### src/rtl/barret_pkg.sv
// barret_pkg
// Shared constants and elaboration helpers for the Barrett reduction blocks.
//   Q_KYBER / Q_DEF : commonly used moduli
//   mu_of()         : Barrett constant floor(2^(2k) / q)
//   params_ok()     : legality check for a reducer parameter set
package barret_pkg;

  localparam int unsigned Q_KYBER = 3329;
  localparam int unsigned Q_DEF   = 2789;

  // The numerator can reach 2^32 for a 16-bit modulus, so the division is
  // carried out in 64 bits before narrowing the quotient back down.
  function automatic int unsigned mu_of(input int unsigned q, input int unsigned k);
    longint unsigned num;
    num = 64'd1 << (2 * k);
    return 32'(num / 64'(q));
  endfunction

  // A set of parameters is usable when the operand fits the 2K-bit Barrett
  // window, the modulus is odd and in range, and the tag has at least one bit.
  function automatic bit params_ok(input int unsigned q, input int unsigned k,
                                   input int unsigned w_in, input int unsigned tag_w);
    return (w_in >= 1) && (w_in <= 2 * k) && (q >= 3) && (q < 65536) &&
           ((q % 2) == 1) && (tag_w >= 1);
  endfunction

endpackage

### src/rtl/barret_reduce_pipe_csub.sv
// barret_csub
// Combinational single conditional subtraction: o_y = (i_a >= Q) ? i_a - Q : i_a,
// resized to W_OUT bits.
//   i_a : W-bit unsigned operand
//   o_y : W_OUT-bit result
module barret_csub
  import barret_pkg::*;
#(
  parameter int unsigned W     = 14,
  parameter int unsigned W_OUT = 14,
  parameter int unsigned Q     = Q_DEF
) (
  input  logic [W-1:0]     i_a,
  output logic [W_OUT-1:0] o_y
);

  logic [W-1:0] w_q;
  logic [W-1:0] w_diff;

  assign w_q    = W'(Q);
  assign w_diff = i_a - w_q;

  // The caller guarantees the selected value fits in W_OUT bits, so the
  // narrowing only drops bits that are known to be zero.
  assign o_y = W_OUT'((i_a >= w_q) ? w_diff : i_a);

endmodule

### src/rtl/barret_reduce_pipe.sv
// barret_reduce_pipe
// Three-stage streaming Barrett reducer: dout = din mod Q, with a side-band
// tag carried alongside each operand. A single global stall holds every stage
// while the output register is occupied and not being taken.
//   clk, rst_n           : clock, asynchronous active-low reset
//   in_valid / in_ready  : input handshake
//   din, in_tag          : operand and its tag
//   out_valid / out_ready: output handshake
//   dout, out_tag        : reduced result and the tag it was accepted with
module barret_reduce_pipe
  import barret_pkg::*;
#(
  parameter int unsigned Q     = Q_DEF,
  parameter int unsigned W_IN  = 23,
  parameter int unsigned TAG_W = 4
) (
  input  logic                   clk,
  input  logic                   rst_n,
  input  logic                   in_valid,
  output logic                   in_ready,
  input  logic [W_IN-1:0]        din,
  input  logic [TAG_W-1:0]       in_tag,
  output logic                   out_valid,
  input  logic                   out_ready,
  output logic [$clog2(Q)-1:0]   dout,
  output logic [TAG_W-1:0]       out_tag
);

  localparam int unsigned K      = $clog2(Q);
  localparam int unsigned MU     = mu_of(Q, K);
  localparam int unsigned W_OUT  = K;
  localparam int unsigned W_MU   = $clog2(MU + 1);
  // When the operand is no wider than K the high part is always zero; one
  // bit keeps the vectors legal in that case.
  localparam int unsigned W_HI   = (W_IN > K) ? (W_IN - K) : 1;
  localparam int unsigned W_QH   = W_HI + W_MU;
  localparam int unsigned W_T    = (W_QH > K) ? (W_QH - K) : 1;
  // Remainder before correction is below 3Q < 2^(K+2).
  localparam int unsigned W_R    = K + 2;
  localparam int unsigned W_WIDE = W_T + 17;

  if (!params_ok(Q, K, W_IN, TAG_W)) begin : g_param_error
    $error("barret_reduce_pipe: illegal parameter set (need Q odd, 3<=Q<2^16, W_IN<=2K, TAG_W>=1)");
  end

  logic                 w_adv;
  logic [W_HI-1:0]      w_dinHi;
  logic [W_QH-1:0]      w_qHat;
  logic [W_T-1:0]       w_t;
  logic [W_WIDE-1:0]    w_tqFull;
  logic [W_R-1:0]       w_dinLo;
  logic [W_R-1:0]       w_tqLo;
  logic [W_R-1:0]       w_r;
  logic [W_R-1:0]       w_r1;
  logic [W_OUT-1:0]     w_red;

  logic                 r_v1;
  logic [W_IN-1:0]      r_din1;
  logic [W_QH-1:0]      r_qHat1;
  logic [TAG_W-1:0]     r_tag1;
  logic                 r_v2;
  logic [W_R-1:0]       r_r2;
  logic [TAG_W-1:0]     r_tag2;
  logic                 r_v3;
  logic [W_OUT-1:0]     r_dout3;
  logic [TAG_W-1:0]     r_tag3;

  // Whole pipeline moves together: it advances whenever the output slot is
  // empty or is being drained this cycle, so bubbles are never squeezed out.
  assign w_adv    = out_ready || !r_v3;
  assign in_ready = w_adv;

  // Stage 1 estimate of the quotient numerator; the product is kept at full
  // width so no bits of q_hat are lost.
  assign w_dinHi = W_HI'(din >> K);
  assign w_qHat  = W_QH'(w_dinHi) * W_QH'(MU);

  // Stage 2 remainder. The true value is below 2^(K+2), so computing the
  // subtraction modulo 2^(K+2) gives the exact result.
  assign w_t      = W_T'(r_qHat1 >> K);
  assign w_tqFull = W_WIDE'(w_t) * W_WIDE'(Q);
  assign w_tqLo   = W_R'(w_tqFull);
  assign w_dinLo  = W_R'(r_din1);
  assign w_r      = w_dinLo - w_tqLo;

  // Stage 3 brings r from [0, 3Q) into [0, Q) with two corrections.
  barret_csub #(
    .W     (W_R),
    .W_OUT (W_R),
    .Q     (Q)
  ) u_csub0 (
    .i_a (r_r2),
    .o_y (w_r1)
  );

  barret_csub #(
    .W     (W_R),
    .W_OUT (W_OUT),
    .Q     (Q)
  ) u_csub1 (
    .i_a (w_r1),
    .o_y (w_red)
  );

  // Stage registers with valid and tag carried in lockstep with the data.
  always_ff @(posedge clk or negedge rst_n) begin
    if (!rst_n) begin
      r_v1    <= 1'b0;
      r_din1  <= '0;
      r_qHat1 <= '0;
      r_tag1  <= '0;
      r_v2    <= 1'b0;
      r_r2    <= '0;
      r_tag2  <= '0;
      r_v3    <= 1'b0;
      r_dout3 <= '0;
      r_tag3  <= '0;
    end else if (w_adv) begin
      r_v1    <= in_valid;
      r_din1  <= din;
      r_qHat1 <= w_qHat;
      r_tag1  <= in_tag;
      r_v2    <= r_v1;
      r_r2    <= w_r;
      r_tag2  <= r_tag1;
      r_v3    <= r_v2;
      r_dout3 <= w_red;
      r_tag3  <= r_tag2;
    end
  end

  assign out_valid = r_v3;
  assign dout      = r_dout3;
  assign out_tag   = r_tag3;

endmodule
### config.mk
export PLATFORM = sky130hd
export DESIGN_NAME = barret_reduce_pipe
export DESIGN_NICKNAME = d
export VERILOG_FILES = /design/src/rtl/barret_pkg.sv /design/src/rtl/barret_reduce_pipe_csub.sv /design/src/rtl/barret_reduce_pipe.sv
export SDC_FILE = /design/constraint.sdc
export NUM_CORES = 1
export LEC_CHECK = 0
export BUFFER_PORTS_ARGS = -buffer_cell sky130_fd_sc_hd__buf_2
export CELL_PAD_IN_SITES_DETAIL_PLACEMENT = 0
export CELL_PAD_IN_SITES_GLOBAL_PLACEMENT = 1
export CORE_MARGIN = 2
export CORE_UTILIZATION = 49
export CTS_CLUSTER_DIAMETER = 30
export DETAILED_ROUTE_END_ITERATION = 7
export PLACE_DENSITY = 0.94
export REMOVE_ABC_BUFFERS = 1
export SYNTH_ARGS = -nofsm -noshare
export SYNTH_HDL_FRONTEND = slang
export SYNTH_SLANG_ARGS = --single-unit
### constraint.sdc
create_clock -name clk -period 6.2 [get_ports clk]
set_input_delay 0.62 -clock clk [delete_from_list [all_inputs] [get_ports clk]]
set_output_delay 0.62 -clock clk [all_outputs]
set_load 0.01 [all_outputs]
==> run metrics <==
status finished clean; critical path's most frequent cell fa_1; die height 137.0 um; critical path arrival 6.07 ns; largest net degree at the start of global routing 68; Buf/Inv on CP 4; first-pass GRT wire length 30430 um; Synth Area in Simple Gates 13.38%; Clock Pin Slew Worst Setup and Hold Paths 0.06 ns; final net count 1243; Max stage delay on crit path 0.70 ns; antenna violations before repair 0; area leader, netlist fa_1; DR DRC count 0; CTS tree yes; Final Critical Period 5.866 ns; prevailing post-synth register cell dfrtp_1; RSZ-0062 raised after global routing false; hold_ws 0.4570 ns; adder-cell share of the synthesized area 40.07%; routed vias 6331; Post-Syn Area per Cell 9.147 sq um; total core area 17300 sq um; io pins 49; dpl hpwl 13980 um; Fin. Hold Viols 0; met2 Use GR 32.42%; Compound-Gate Fraction of Synth Area 12.90%; Hold Crit Class in2async; Max clock buf depth 2; vias in the first global route 6459; CP Launch Type primary input; CP top delay family adder cells; DRT iter0 DRCs 287; critical path's slowest cell fa_1; Die X-Extent 137.0 um; largest cells by area after synthesis fa_1 21%, ha_1 20%, dfrtp_1 19%, inv_1 8.4%, nand2_1 4.7%; clock root cell clkbuf_16; final setup fails 0; TritonRoute pass-1 iters 4; critical path, cell by cell buf_2 -> inv_1 -> fa_1 -> xor2_2 -> ha_1 -> or2_2 -> fa_1 -> fa_1 -> inv_1 -> fa_1 -> inv_1 -> ha_1 -> a22o_1 -> o41ai_1 -> nand3_1 -> a31o_2 -> a41o_1 -> a2111oi_1 -> a211oi_1; CP max FO 6; Layout Skew 0.006162 ns; num rows 48; fin crit share 94.62%; number of synthesized flops with an enable pin 0; Netlist cell types 79; FMAX 170.5 MHz; max-slew violation count 0; n_diodes 0; flop-to-flop setup slack 1.43 ns; met3 usage 3.296%; Hold Buf Count CTS 0; largest family of logic cells by synthesized area adder cells; max_cap viols 0; final antenna-violating net count 0; Max H-tree Level 3; sequential area share after synthesis 19.36%; PortBufs 48; Syn. warnings 0; Die ar. 18760 sq um; routed len/inst 14.27 um; Yosys reg bits 67; synthesized area 8662 sq um; Vias/cell 5.198; total track usage 20.18%; Clock Latency Late Sink 0.34 ns; Layout area overhead 9.331%; Setup Crit Path Kind in2reg; Final Non-Filler Cells 1218; post-synthesis async set-or-reset flop share 100.0%; pre-CTS setup slack -0.07466 ns; placed instance count 1202; Synth Area in XOR/XNOR 4.131%; layout cells sized above 1 9.970%; met1 Track Usage GR 29.07%; CTS Sinks 67; GPL Wtd Cong 0.8900; area share of the largest cell type after synthesis 20.57%; mux contribution to synthesized area 0.1156%; final setup margin 0.3338 ns; Max-slew headroom 39.35%; critical path endpoint category register; GRT overflow 0; Post-Synthesis Cells 947; Starting Density 50.08%; GR peak layer met2; DRT Wirelength 17380 um; CP Data Required Time 6.40 ns; worst slew pin tran 0.8868 ns; cts bufs inserted 9
synth_stat cells, types with 6 or more instances:
| cell | n |
|---|---|
| buf_1 | 8 |
| nor3_1 | 15 |
| nor2_1 | 36 |
| a21o_1 | 10 |
| a21oi_1 | 24 |
| o21a_1 | 9 |
| dfrtp_1 | 67 |
| inv_1 | 194 |
| nand2_1 | 109 |
| nand3_1 | 14 |
| xor2_1 | 13 |
| or3_1 | 7 |
| o211ai_1 | 9 |
| o31a_1 | 6 |
| clkbuf_1 | 8 |
| fa_1 | 89 |
| and3_1 | 8 |
| o21ai_0 | 32 |
| ha_1 | 135 |
| a211oi_1 | 9 |
| xnor2_1 | 26 |
| nand2b_1 | 12 |
| o31ai_1 | 9 |
stage by stage:
| stage | setup TNS (ns) | utilization, % | instance area (sq um) |
|---|---|---|---|
| after floorplan | -0.1342 | - | 8523 |
| after detailed placement | -0.07466 | 52.68 | 9112 |
| final | 0 | 54.75 | 9470 |
| after global routing | 0 | 54.75 | 9470 |
| after CTS | 0 | 54.70 | 9462 |
| after global placement | 0 | 52.68 | 9112 |
final timing paths:
kind	cells after the start	endpoint	start
worst max-delay path	19	r_qHat1[21]	din[21]
worst min-delay path	2	dout[4]	rst_n
worst max register to register	14	r_r2[13]	r_qHat1[20]
worst min register to register	2	out_tag[3]	out_tag[3]
max in group asynchronous	2	r_qHat1[13]	rst_n
min in group clk	2	out_tag[3]	out_tag[3]
area by class of cell:
type	instances	area, sq um
flip-flops and latches	67	1677
inverters	195	732.0
repair buffers	56	300.3
well taps	225	281.5
clock inverters	7	123.9
fillers	1539	7826
clock buffers	9	225.2
multi-input cells	659	6131
placed cells by master, fill, tap and decap left out, types with 15 or more instances in the layout:
cell and count:
a21oi_1 24, buf_2 48, o21ai_0 32, xnor2_1 26, ha_1 135, nor3_1 15, fa_1 89, inv_1 194
nor2_1 36, nand2_1 109, dfrtp_1 67
routing by layer:
layer / vias up / wire length, um / part of all wire, %
li1: 3196 / - / -
met1: 3016 / 8527 / 49
met2: 107 / 8045 / 46
met3: 12 / 660 / 3.8
met4: 0 / 142 / 0.82
met5: - / 0 / 0
flip-flops by register name, summed over array words and instances, names as in the netlist:
register   cells
r_v2           1
r_tag2         4
r_r2          14
r_din1        14
r_v1           1
out_tag        4
r_tag1         4
dout          12
r_qHat1       12
out_valid      1
cells by family (layout without fill, tap and decap cells):
kind of cell,Yosys count,in the layout
buffers and inverters,221,267
AOI/OAI and AO/OA,153,153
adders and majority gates,224,224
DFF,67,67
xor gates and xnor gates,40,40
muxes,1,1
and+or+nand+nor,241,241
what timing repair did:
action,4_1_cts,5_1_grt
gates resized for setup,0,2
setup endpoints to repair,0,1
setup buffers,0,0
Power is not shown: default switching activity piles up to over one toggle a cycle in this logic, so the estimate is an artifact.
